$ cat config.mk
export PLATFORM = sky130hd
export DESIGN_NAME = fir_polyphase_interp
export DESIGN_NICKNAME = d
export VERILOG_FILES = /design/src/rtl/fir_polyphase_interp.sv
export SDC_FILE = /design/constraint.sdc
export NUM_CORES = 1
export LEC_CHECK = 0
export CAP_MARGIN = 5
export CORE_ASPECT_RATIO = 0.7
export CORE_UTILIZATION = 32
export CTS_CLUSTER_DIAMETER = 150
export DETAILED_ROUTE_END_ITERATION = 8
export PLACE_DENSITY_LB_ADDON = 0.12
export SLEW_MARGIN = 15
export SYNTH_ARGS = -nofsm -noshare
export SYNTH_HDL_FRONTEND = slang
export SYNTH_SLANG_ARGS = --single-unit
$ cat constraint.sdc
create_clock -name clk -period 9.6 [get_ports clk]
set_input_delay 1.92 -clock clk [delete_from_list [all_inputs] [get_ports clk]]
set_output_delay 1.92 -clock clk [all_outputs]
set_load 0.1 [all_outputs]
$ cat src/rtl/fir_polyphase_interp.sv
// Polyphase interpolating FIR: each accepted sample yields INTERP_FACTOR scaled, saturated outputs.
// Optional macro FIR_INTERP_ROUND_EN selects round-half-up before the shift (default truncates).
module fir_polyphase_interp #(
  parameter int DATA_WIDTH      = 5,
  parameter int TAP_COEFF_WIDTH = 5,
  parameter int NUM_TAPS        = 8,
  parameter int INTERP_FACTOR   = 2,
  parameter int OUT_SHIFT       = 0
) (
  input  logic                                clk,
  input  logic                                rst_n,
  input  logic signed [DATA_WIDTH-1:0]        in,
  input  logic                                in_valid,
  output logic                                in_ready,
  output logic signed [DATA_WIDTH-1:0]        out,
  output logic                                out_valid,
  input  logic                                out_ready,
  input  logic [TAP_COEFF_WIDTH*NUM_TAPS-1:0] tap_coeffs
);
  // Handshakes: a transfer happens on a rising edge where valid and ready are both 1;
  // the source holds data and valid until that edge, and out/out_valid hold while unconsumed.
  localparam int PHASE_TAPS = NUM_TAPS / INTERP_FACTOR;
  localparam int PH_W       = $clog2(INTERP_FACTOR);
  localparam int ACC_W      = DATA_WIDTH + TAP_COEFF_WIDTH + $clog2(PHASE_TAPS);
  localparam int SW         = ACC_W + 1;
  localparam logic signed [SW-1:0] SAT_MAX = SW'((2 ** (DATA_WIDTH - 1)) - 1);
  localparam logic signed [SW-1:0] SAT_MIN = SW'(-(2 ** (DATA_WIDTH - 1)));
  localparam logic [PH_W-1:0]      LAST_PH = PH_W'(INTERP_FACTOR - 1);
  localparam logic [0:0] IDLE = 1'b0;
  localparam logic [0:0] RUN  = 1'b1;

  logic [0:0]                   state_q, state_d;
  logic [PH_W-1:0]              phase_q, phase_d;
  logic signed [DATA_WIDTH-1:0] x_q [PHASE_TAPS];
  logic signed [DATA_WIDTH-1:0] x_d [PHASE_TAPS];
  logic signed [DATA_WIDTH-1:0] out_q, out_d;
  logic                         out_valid_q, out_valid_d;

  // Coefficients regrouped per branch: branch p uses h[k*L+p] against x[k].
  logic signed [TAP_COEFF_WIDTH-1:0] coef_ph [INTERP_FACTOR][PHASE_TAPS];
  for (genvar p = 0; p < INTERP_FACTOR; p++) begin : g_ph
    for (genvar k = 0; k < PHASE_TAPS; k++) begin : g_tap
      assign coef_ph[p][k] =
        tap_coeffs[TAP_COEFF_WIDTH*(k*INTERP_FACTOR+p) +: TAP_COEFF_WIDTH];
    end
  end

  logic signed [ACC_W-1:0]      acc;
  logic signed [SW-1:0]         acc_x;
  logic signed [SW-1:0]         scaled;
  logic signed [DATA_WIDTH-1:0] sat;

  always_comb begin
    acc = '0;
    for (int k = 0; k < PHASE_TAPS; k++) begin
      acc = acc + ACC_W'(coef_ph[phase_q][k]) * ACC_W'(x_q[k]);
    end
    acc_x = SW'(acc);
`ifdef FIR_INTERP_ROUND_EN
    scaled = (acc_x + SW'((2 ** OUT_SHIFT) / 2)) >>> OUT_SHIFT;
`else
    scaled = acc_x >>> OUT_SHIFT;
`endif
    if (scaled > SAT_MAX) begin
      sat = SAT_MAX[DATA_WIDTH-1:0];
    end else if (scaled < SAT_MIN) begin
      sat = SAT_MIN[DATA_WIDTH-1:0];
    end else begin
      sat = scaled[DATA_WIDTH-1:0];
    end
  end

  always_comb begin
    state_d     = state_q;
    phase_d     = phase_q;
    x_d         = x_q;
    out_d       = out_q;
    out_valid_d = out_valid_q;
    in_ready    = (state_q == IDLE);
    if (out_valid_q && out_ready) begin
      out_valid_d = 1'b0;
    end
    case (state_q)
      IDLE: begin
        if (in_valid) begin
          x_d[0] = in;
          for (int k = 1; k < PHASE_TAPS; k++) begin
            x_d[k] = x_q[k-1];
          end
          phase_d = '0;
          state_d = RUN;
        end
      end
      default: begin
        // A consume and a load in the same cycle keep out_valid high.
        if (!out_valid_q || out_ready) begin
          out_d       = sat;
          out_valid_d = 1'b1;
          if (phase_q == LAST_PH) begin
            phase_d = '0;
            state_d = IDLE;
          end else begin
            phase_d = phase_q + PH_W'(1);
          end
        end
      end
    endcase
  end

  always_ff @(posedge clk or negedge rst_n) begin
    if (!rst_n) begin
      state_q     <= IDLE;
      phase_q     <= '0;
      out_q       <= '0;
      out_valid_q <= 1'b0;
      for (int k = 0; k < PHASE_TAPS; k++) begin
        x_q[k] <= '0;
      end
    end else begin
      state_q     <= state_d;
      phase_q     <= phase_d;
      out_q       <= out_d;
      out_valid_q <= out_valid_d;
      x_q         <= x_d;
    end
  end

  assign out       = out_q;
  assign out_valid = out_valid_q;

endmodule
==> impl_metrics.csv, run 1 <==
group,metric,value,unit
job,drv_cap,0,
floorplanning,die_area,19900,um^2
logic_synthesis,async_flop_share,100,%
drt,dr.pass1.iters,4,
logic_synthesis,syn_area,6200,um^2
logic_synthesis,synth.avg_cell_area,10.4,um^2
critical_path,reg2reg_depth,21,
final_layout,drive_above_1_share,7.95,%
logic_synthesis,synth_edf_count,0,
critical_path,crit_slowest_cell,"nor2b_1",
logic_synthesis,synthCells,598,
timing,hold_viol_final,0,
timing,max_freq,118,MHz
logic_synthesis,synth_nets,832,
clocking,ctsResizeCount,0,
floorplanning,die_y,118,um
final_layout,areaGrowthSynthToFinish,15.3,%
global_routing,gr-total-overflow,0,
global_routing,antenna_found_initial,0,
timing,worstMarginPinSlew,1.03,ns
logic_synthesis,synth_common_cells,"inv_1, fa_1, ha_1",
global_routing,grt_pass1_wl,25000,um
critical_path,crit_chain,"clkdlybuf4s50_1 > mux2i_1 > nor2b_1 > inv_1 > fa_1 > inv_1 > fa_1 > inv_1 > fa_1 > inv_1 > fa_1 > fa_1 > fa_1 > ha_1 > fa_1 > a211oi_1 > o21bai_1 > a21oi_1 > xor2_1 > o311a_2 > a211oi_2",
critical_path,cp.arrival,8.69,ns
clocking,clockRootBuffer,"clkbuf_16",
global_routing,grtUsageTotal,16.5,%
timing,final.min_clock_period,8.49,ns
timing,fin_crit_sh,88.4,%
logic_synthesis,yosysMostFrequentCell,"inv_1",
clocking,cts_num_sinks,28,
critical_path,crit_type,"in -> reg",
final_layout,antenna_cells,0,
critical_path,r2r_slack,1.91,ns
logic_synthesis,ys_warn_count,0,
min_path,hold_class,"reg -> reg",
run_status,status,"finished clean",
clocking,clk_pin_slew_worst_paths,0.08,ns
critical_path,required,9.80,ns
clocking,post_cts_hold_buffer_count,0,
logic_synthesis,yosysTopAreaCell,"fa_1",
min_path,hp-start,"out[4]",
critical_path,critical_path.max_stage_delay,0.85,ns
drt,route.vias.total,4014,
timing,tns,0,ns
place,place_congestion,0.777,
place,io_buffers,55,
logic_synthesis,synth_top_area_share,42.3,%
drt,wl_per_cell,16.7,um
drt,drtIter0Drc,144,
timing,rsz0062_at_grt,"false",
floorplanning,io_pins,56,
critical_path,crit_fanout,13,
global_routing,grt_pass1_vias,4465,
logic_synthesis,yosys-top-cells-area,"fa_1, dfrtp_1, ha_1",
floorplanning,core-area,18900,um^2
min_path,worstHoldPathCells,2,
clocking,htreeDepth,1,
drt,drc,0,
timing,setup_viol,0,
floorplanning,initial_core_util,32.8,%
final_layout,nNetsFinal,889,
drt,routed_wl,14900,um
min_path,min_to,"out[4]",
clocking,cts-buffers-inserted,3,
timing,max_slew_margin,31.2,%
clocking,cts_tree,"done",
logic_synthesis,synth_seq_cells,28,
clocking,insertion_delay,0.28,ns
logic_synthesis,synthFlopType,"dfrtp_1",
timing,skew,0.00571,ns
clocking,post_cts_buffers,0,
critical_path,crit_top_cell,"fa_1",
place,place_hpwl,13200,um
critical_path,r2r_end,"out[3]",
floorplanning,rows,42,
final_layout,fin_util,37.8,%
timing,slew_viol_final,0,
critical_path,r2r-start,"phase_q",
global_routing,grt_max_degree,29,
drt,vias_per_cell,4.48,
logic_synthesis,synth_cell_types,36,
clocking,cts.path.max_buffers,2,
logic_synthesis,ys_seq_area_share,11.3,%
critical_path,start_kind,"primary input",
drt,final_antenna_net_count,0,
floorplanning,die_width,168,um
critical_path,worst_setup_path_end_kind,"flip-flop",
-- final cells by class --
class	instances	area (um^2)
Clock buffer	4	88.8
Sequential cell	28	701
Timing Repair Buffer	61	596
Fill cell	1902	11800
Inverter	149	559
Tap cell	242	303
Multi-Input combinational cell	412	4900
-- cell usage in the layout (no fill, tap or decap), types with 6 or more instances in the layout --
master             n
and2_1            21
buf_4              6
clkdlybuf4s50_1   55
dfrtp_1           28
fa_1             131
ha_1              54
inv_1            149
mux2_2            26
mux2i_1           13
nand2_1           31
nand2b_1           8
nor2_1            18
nor2b_1           45
o21ai_0            7
xnor2_1           16
xor2_1             6
-- worst max-delay path: cells and delay by family --
kind	cells	cell delay [ns]
buffers and inverters	5	0.91
multiplexers	1	0.23
adder cells (fa/ha/maj)	8	3.32
AND/OR/NAND/NOR	1	0.85
AO/OA/AOI/OAI	5	1.35
XOR/XNOR	1	0.10
-- registers in the layout (all words and copies together), names as in the netlist --
register   cells
state_q        1
out            5
phase_q        1
x_q           20
out_valid      1
-- layer usage --
layer / track usage (%) / part of all wire [%] / up-vias
met2: 24.6 / 42 / 42
met1: 26.3 / 55 / 2069
li1: - / - / 1900
met3: 2.21 / 2.5 / 3
met5: 0 / 0 / -
met4: 1.14 / 0.17 / 0
-- cells by family after synthesis --
group                    share of synthesized area (%)
multiplexers                                      6.82
AND/OR/NAND/NOR                                   11.3
adder cells (fa/ha/maj)                           53.2
AO/OA/AOI/OAI                                     4.26
XOR/XNOR                                          3.37
flip-flops                                        11.3
buffers and inverters                             9.73
-- through the flow --
stage	hold WS [ns]	worst slack (ns)	instance area [um^2]	instances
2_1_floorplan	0.546	1.84	6200	598
3_3_place_gp	0.463	0.982	7050	892
4_1_cts	0.491	1.09	7140	896
5_1_grt	0.526	0.706	7140	896
6_report	0.483	1.11	7140	896
3_5_place_dp	0.469	0.801	7050	892
-- worst max-delay path by stage --
| stage | depth (start not counted) | slack (ns) | end | startpoint |
|---|---|---|---|---|
| 6_report | 21 | 1.11 | out[3] | tap_coeffs[7] |
| 5_1_grt | 21 | 0.71 | out[3] | tap_coeffs[7] |
| 4_1_cts | 21 | 1.09 | out[3] | tap_coeffs[2] |
| 3_5_place_dp | 21 | 0.80 | out[3] | tap_coeffs[2] |
| 3_3_place_gp | 22 | 0.98 | out[3] | tap_coeffs[19] |
| 2_1_floorplan | 21 | 1.84 | out[3] | tap_coeffs[29] |
Power of run 1 is left out: the tool's default activity adds up to more than one toggle a clock period on the data nets, which glitch-free logic cannot reach.
==> run 2, diff against run 1 <==
--- a/config.mk
+++ b/config.mk
@@ -5,10 +5,12 @@
 export SDC_FILE = /design/constraint.sdc
 export NUM_CORES = 1
 export LEC_CHECK = 0
+export ABC_CLOCK_PERIOD_IN_PS = 9600
 export CAP_MARGIN = 5
-export CORE_ASPECT_RATIO = 0.7
+export CORE_ASPECT_RATIO = 0.5
 export CORE_UTILIZATION = 32
 export CTS_CLUSTER_DIAMETER = 150
+export CTS_CLUSTER_SIZE = 8
 export DETAILED_ROUTE_END_ITERATION = 8
 export PLACE_DENSITY_LB_ADDON = 0.12
 export SLEW_MARGIN = 15
==> run 2 against run 1 <==
Cell area about the same. Worst setup slack better by 0.018 ns. Final cell count is 1.7% higher. Wire length down 5.6%. Count of clock-buffer cells in the layout is 1 lower. Clock skew is 0.0034 ns higher. Non-clock buffer count is 1 lower. Via count shrank 2.6%. Flip-flop and latch count is the same. Fmax rose by 0.21%. Global-route usage down 1.3 points.
==> impl_metrics.csv, run 2 (synthesis results as in run 1) <==
group,metric,value,unit
run_status,status,"finished clean",
timing,final.min_clock_period,8.47,ns
global_routing,grt_max_degree,29,
drt,top_layer_used,"met4",
global_routing,antenna_found_initial,0,
timing,rsz0062_at_grt,"false",
drt,wl_per_cell,15.5,um
timing,setup_ws,1.13,ns
place,place_congestion,0.806,
critical_path,start_kind,"primary input",
clocking,cts-buffers-inserted,3,
critical_path,r2r_end,"out[3]",
final_layout,nFillCells,1859,
critical_path,critical_path.max_stage_delay,0.87,ns
critical_path,cp_num_buf_inv,5,
timing,max_slew_margin,32.4,%
timing,max_freq,118,MHz
global_routing,gr-total-overflow,0,
floorplanning,core-area,18700,um^2
timing,tns,0,ns
place,post-place-ws,0.758,ns
clocking,insertion_delay,0.27,ns
global_routing,grt_pass1_vias,4090,
floorplanning,die_y,100,um
final_layout,nNetsFinal,888,
timing,slew_viol_final,0,
clocking,clockRootBuffer,"clkbuf_16",
clocking,clk_pin_slew_worst_paths,0.07,ns
critical_path,path_delay_family,"adder cells",
critical_path,reg2reg_depth,22,
floorplanning,rows,35,
floorplanning,io_pins,56,
final_layout,antenna_cells,0,
floorplanning,die_area,20000,um^2
timing,worstMarginPinSlew,1.01,ns
drt,dr.pass1.iters,4,
global_routing,grt_pass1_wl,22900,um
critical_path,r2r_slack,2.28,ns
clocking,cts_tree,"done",
final_layout,largest_register,"x_q",
drt,drc,0,
clocking,htreeDepth,1,
timing,hold_viol_final,0,
critical_path,crit_fanout,13,
final_layout,largest_reg_flops,20,
critical_path,crit_chain,"clkdlybuf4s50_1 > mux2i_1 > nor2b_1 > inv_1 > fa_1 > inv_1 > fa_1 > inv_1 > fa_1 > inv_1 > fa_1 > fa_1 > fa_1 > ha_1 > fa_1 > a211oi_1 > o21bai_1 > a21oi_1 > xor2_1 > o311a_2 > a211oi_2",
critical_path,cp_num_cells,21,
critical_path,crit_type,"in -> reg",
min_path,hold_class,"reg -> reg",
critical_path,r2r-start,"phase_q",
drt,met1_length,7470,um
place,io_buffers,55,
drt,met3WireLength,398,um
drt,route.vias.total,3911,
final_layout,drive_above_1_share,7.82,%
global_routing,grtUsageTotal,15.2,%
place,place_hpwl,12500,um
job,drv_cap,0,
critical_path,required,9.79,ns
final_layout,mostFrequentLayoutCell,"inv_1",
drt,drtIter0Drc,97,
drt,final_antenna_net_count,0,
drt,vias_per_cell,4.29,
critical_path,cp.arrival,8.66,ns
min_path,worstHoldPathCells,2,
timing,fin_crit_sh,88.2,%
clocking,ctsResizeCount,0,
timing,setup_viol,0,
critical_path,crit_top_cell,"fa_1",
clocking,post_cts_hold_buffer_count,0,
floorplanning,die_width,199,um
critical_path,crit_slowest_cell,"nor2b_1",
timing,skew,0.00912,ns
drt,met2_length,6190,um
critical_path,worst_setup_path_end_kind,"flip-flop",
final_layout,areaGrowthSynthToFinish,15.3,%
clocking,cts_num_sinks,28,
min_path,hp-start,"out[4]",
drt,routed_wl,14100,um
floorplanning,initial_core_util,33.1,%
clocking,cts.path.max_buffers,2,
final_layout,final_cell_mix,"inv_1, fa_1, clkdlybuf4s50_1, ha_1, nor2b_1",
min_path,min_to,"out[4]",
clocking,post_cts_buffers,0,
run 2: worst max-delay path by stage:
stage	startpoint	slack (ns)	to
6_report	tap_coeffs[7]	1.13	out[3]
5_1_grt	tap_coeffs[7]	0.62	out[3]
4_1_cts	tap_coeffs[7]	1.03	out[3]
3_5_place_dp	tap_coeffs[7]	0.76	out[3]
3_3_place_gp	tap_coeffs[7]	0.77	out[3]
2_1_floorplan	tap_coeffs[29]	1.84	out[3]
run 2: final cells by class:
cell class                 instances  area, um^2  area share, %
multi-input combinational        412        4900           68.5
sequential                        28         702           9.82
timing repair buffer              60         588           8.23
inverter                         149         559           7.83
tap                              259         324           4.54
clock buffer                       3        75.1           1.05
run 2: tightest hold or removal path, cell delays in order (launching register included):
cell and delay [ns]:
dfrtp_1 0.34, nand2_1 0.05, nand2_1 0.05
run 2: stage by stage:
stage	cell area [um^2]	hold slack, ns	std cells	utilization [%]
2_1_floorplan	6200	0.546	598	-
3_3_place_gp	7070	0.465	908	37.8
3_5_place_dp	7070	0.469	908	37.8
4_1_cts	7140	0.487	911	38.2
5_1_grt	7140	0.508	911	38.2
6_report	7140	0.478	911	38.2
run 2: metal layers:
| metal | GRT usage [%] | up-vias |
|---|---|---|
| met4 | 1.12 | 0 |
| met3 | 1.95 | 2 |
| li1 | - | 1899 |
| met2 | 22.9 | 49 |
| met1 | 24.1 | 1961 |
| met5 | 0 | - |
Power of run 2 is left out for the same reason.
==> run 3, diff against run 2 <==
--- a/config.mk
+++ b/config.mk
@@ -8,7 +8,7 @@
 export ABC_CLOCK_PERIOD_IN_PS = 9600
 export CAP_MARGIN = 5
 export CORE_ASPECT_RATIO = 0.5
-export CORE_UTILIZATION = 32
+export CORE_UTILIZATION = 42
 export CTS_CLUSTER_DIAMETER = 150
 export CTS_CLUSTER_SIZE = 8
 export DETAILED_ROUTE_END_ITERATION = 8
==> run 3 against run 2 <==
Non-clock buffer count is 1 higher. Die area shrank 23%. Critical path type unchanged. Flip-flop and latch count unchanged. Final cell count is 7.1% lower. Critical path depth grew 1. Global-route usage rose by 4.2 points. Utilization increased by 13 points. Wire length fell by 6.2%. Clock skew fell by 0.0039 ns.
==> impl_metrics.csv, run 3 (synthesis results as in run 1) <==
group,metric,value,unit
clocking,cts-buffers-inserted,3,
timing,setup_viol,0,
run_status,status,"finished clean",
critical_path,crit_fanout,6,
timing,skew,0.00518,ns
global_routing,grtUsageTotal,19.5,%
timing,max_slew_margin,33.7,%
final_layout,drive_above_1_share,7.95,%
place,place_congestion,0.790,
clocking,htreeDepth,1,
floorplanning,die_width,174,um
job,drv_cap,0,
critical_path,crit_top_cell,"fa_1",
drt,drc,0,
final_layout,fin_util,50.8,%
critical_path,reg2reg_depth,22,
timing,final.min_clock_period,8.46,ns
drt,routed_wl,13200,um
clocking,insertion_delay,0.27,ns
critical_path,start_kind,"primary input",
global_routing,grt_max_degree,29,
critical_path,r2r-start,"phase_q",
min_path,min_to,"out[4]",
clocking,post_cts_buffers,0,
drt,wl_per_cell,15.6,um
final_layout,largest_register,"x_q",
min_path,hp-start,"out[4]",
min_path,hold_class,"reg -> reg",
timing,hold_viol_final,0,
timing,max_freq,118,MHz
critical_path,crit_slowest_cell,"fa_1",
critical_path,worst_setup_path_end_kind,"flip-flop",
floorplanning,io_pins,56,
critical_path,required,9.80,ns
critical_path,crit_type,"in -> reg",
place,io_buffers,55,
clocking,cts_num_sinks,28,
floorplanning,die_area,15300,um^2
clocking,cts_tree,"done",
drt,dr.pass1.iters,4,
place,place_inst,842,
drt,vias_per_cell,4.62,
final_layout,areaGrowthSynthToFinish,14.5,%
timing,worstMarginPinSlew,0.993,ns
drt,final_antenna_net_count,0,
clocking,post_cts_hold_buffer_count,0,
final_layout,largest_reg_flops,20,
timing,fin_crit_sh,88.1,%
min_path,worstHoldPathCells,2,
floorplanning,initial_core_util,44.4,%
floorplanning,die_y,87.9,um
final_layout,mostFrequentLayoutCell,"inv_1",
critical_path,cp.arrival,8.65,ns
final_layout,fin_cells,846,
timing,slew_viol_final,0,
timing,tns,0,ns
final_layout,antenna_cells,0,
floorplanning,core-area,14000,um^2
clocking,cts.path.max_buffers,2,
critical_path,path_delay_family,"adder cells",
final_layout,nNetsFinal,889,
critical_path,r2r_slack,2.16,ns
clocking,clk_pin_slew_worst_paths,0.08,ns
global_routing,antenna_found_initial,0,
timing,rsz0062_at_grt,"false",
critical_path,r2r_end,"out[3]",
global_routing,gr-total-overflow,0,
drt,route.vias.total,3910,
critical_path,cp_num_buf_inv,5,
global_routing,grt_pass1_wl,22600,um
critical_path,crit_chain,"clkdlybuf4s50_1 > mux2i_1 > nor2b_1 > inv_1 > fa_1 > inv_1 > fa_1 > fa_1 > fa_1 > fa_1 > fa_1 > inv_1 > fa_1 > inv_1 > ha_1 > a21oi_1 > o22ai_2 > o22ai_2 > xnor2_2 > nand3_1 > o311a_2 > a211oi_2",
global_routing,grt_pass1_vias,4195,
floorplanning,rows,30,
place,place_hpwl,11900,um
critical_path,critical_path.max_stage_delay,0.56,ns
drt,drtIter0Drc,124,
final_layout,final_cell_mix,"inv_1, fa_1, clkdlybuf4s50_1, ha_1, nor2b_1",
clocking,ctsResizeCount,0,
clocking,clockRootBuffer,"clkbuf_16",
## run 3: per-layer routing
layer	GRT usage (%)	part of all wire, %
met5	0	0
met4	0.797	0.11
met3	2.30	2.8
met2	30.7	43
met1	30.3	54
## run 3: stage by stage
step	area, um^2	hold slack [ns]	setup WS, ns
finish	7100	0.474	1.14
floorplan	6200	0.546	1.84
CTS	7100	0.482	1.11
global placement	6990	0.464	0.828
detailed placement	6990	0.463	0.830
global route	7100	0.505	0.704
## run 3: layout make-up
class	count	area, um^2
Clock inverter	1	30.0
Clock buffer	3	75.1
Tap cell	192	240
Inverter	149	559
Timing Repair Buffer	61	596
Sequential cell	28	701
Fill cell	1316	6870
Multi-Input combinational cell	412	4900
## run 3: worst min-delay path, stage by stage, from the launching register on
cell     delay (ns)
dfrtp_1        0.34
nand2_1        0.05
nand2_1        0.05
## run 3: worst max-delay path by stage
| stage | from | end | cells past startpoint |
|---|---|---|---|
| floorplan | tap_coeffs[29] | out[3] | 21 |
| global placement | tap_coeffs[7] | out[3] | 21 |
| detailed placement | tap_coeffs[7] | out[3] | 21 |
| CTS | tap_coeffs[7] | out[3] | 21 |
| global route | tap_coeffs[7] | out[3] | 21 |
| finish | tap_coeffs[19] | out[3] | 22 |
Power of run 3 is left out for the same reason.
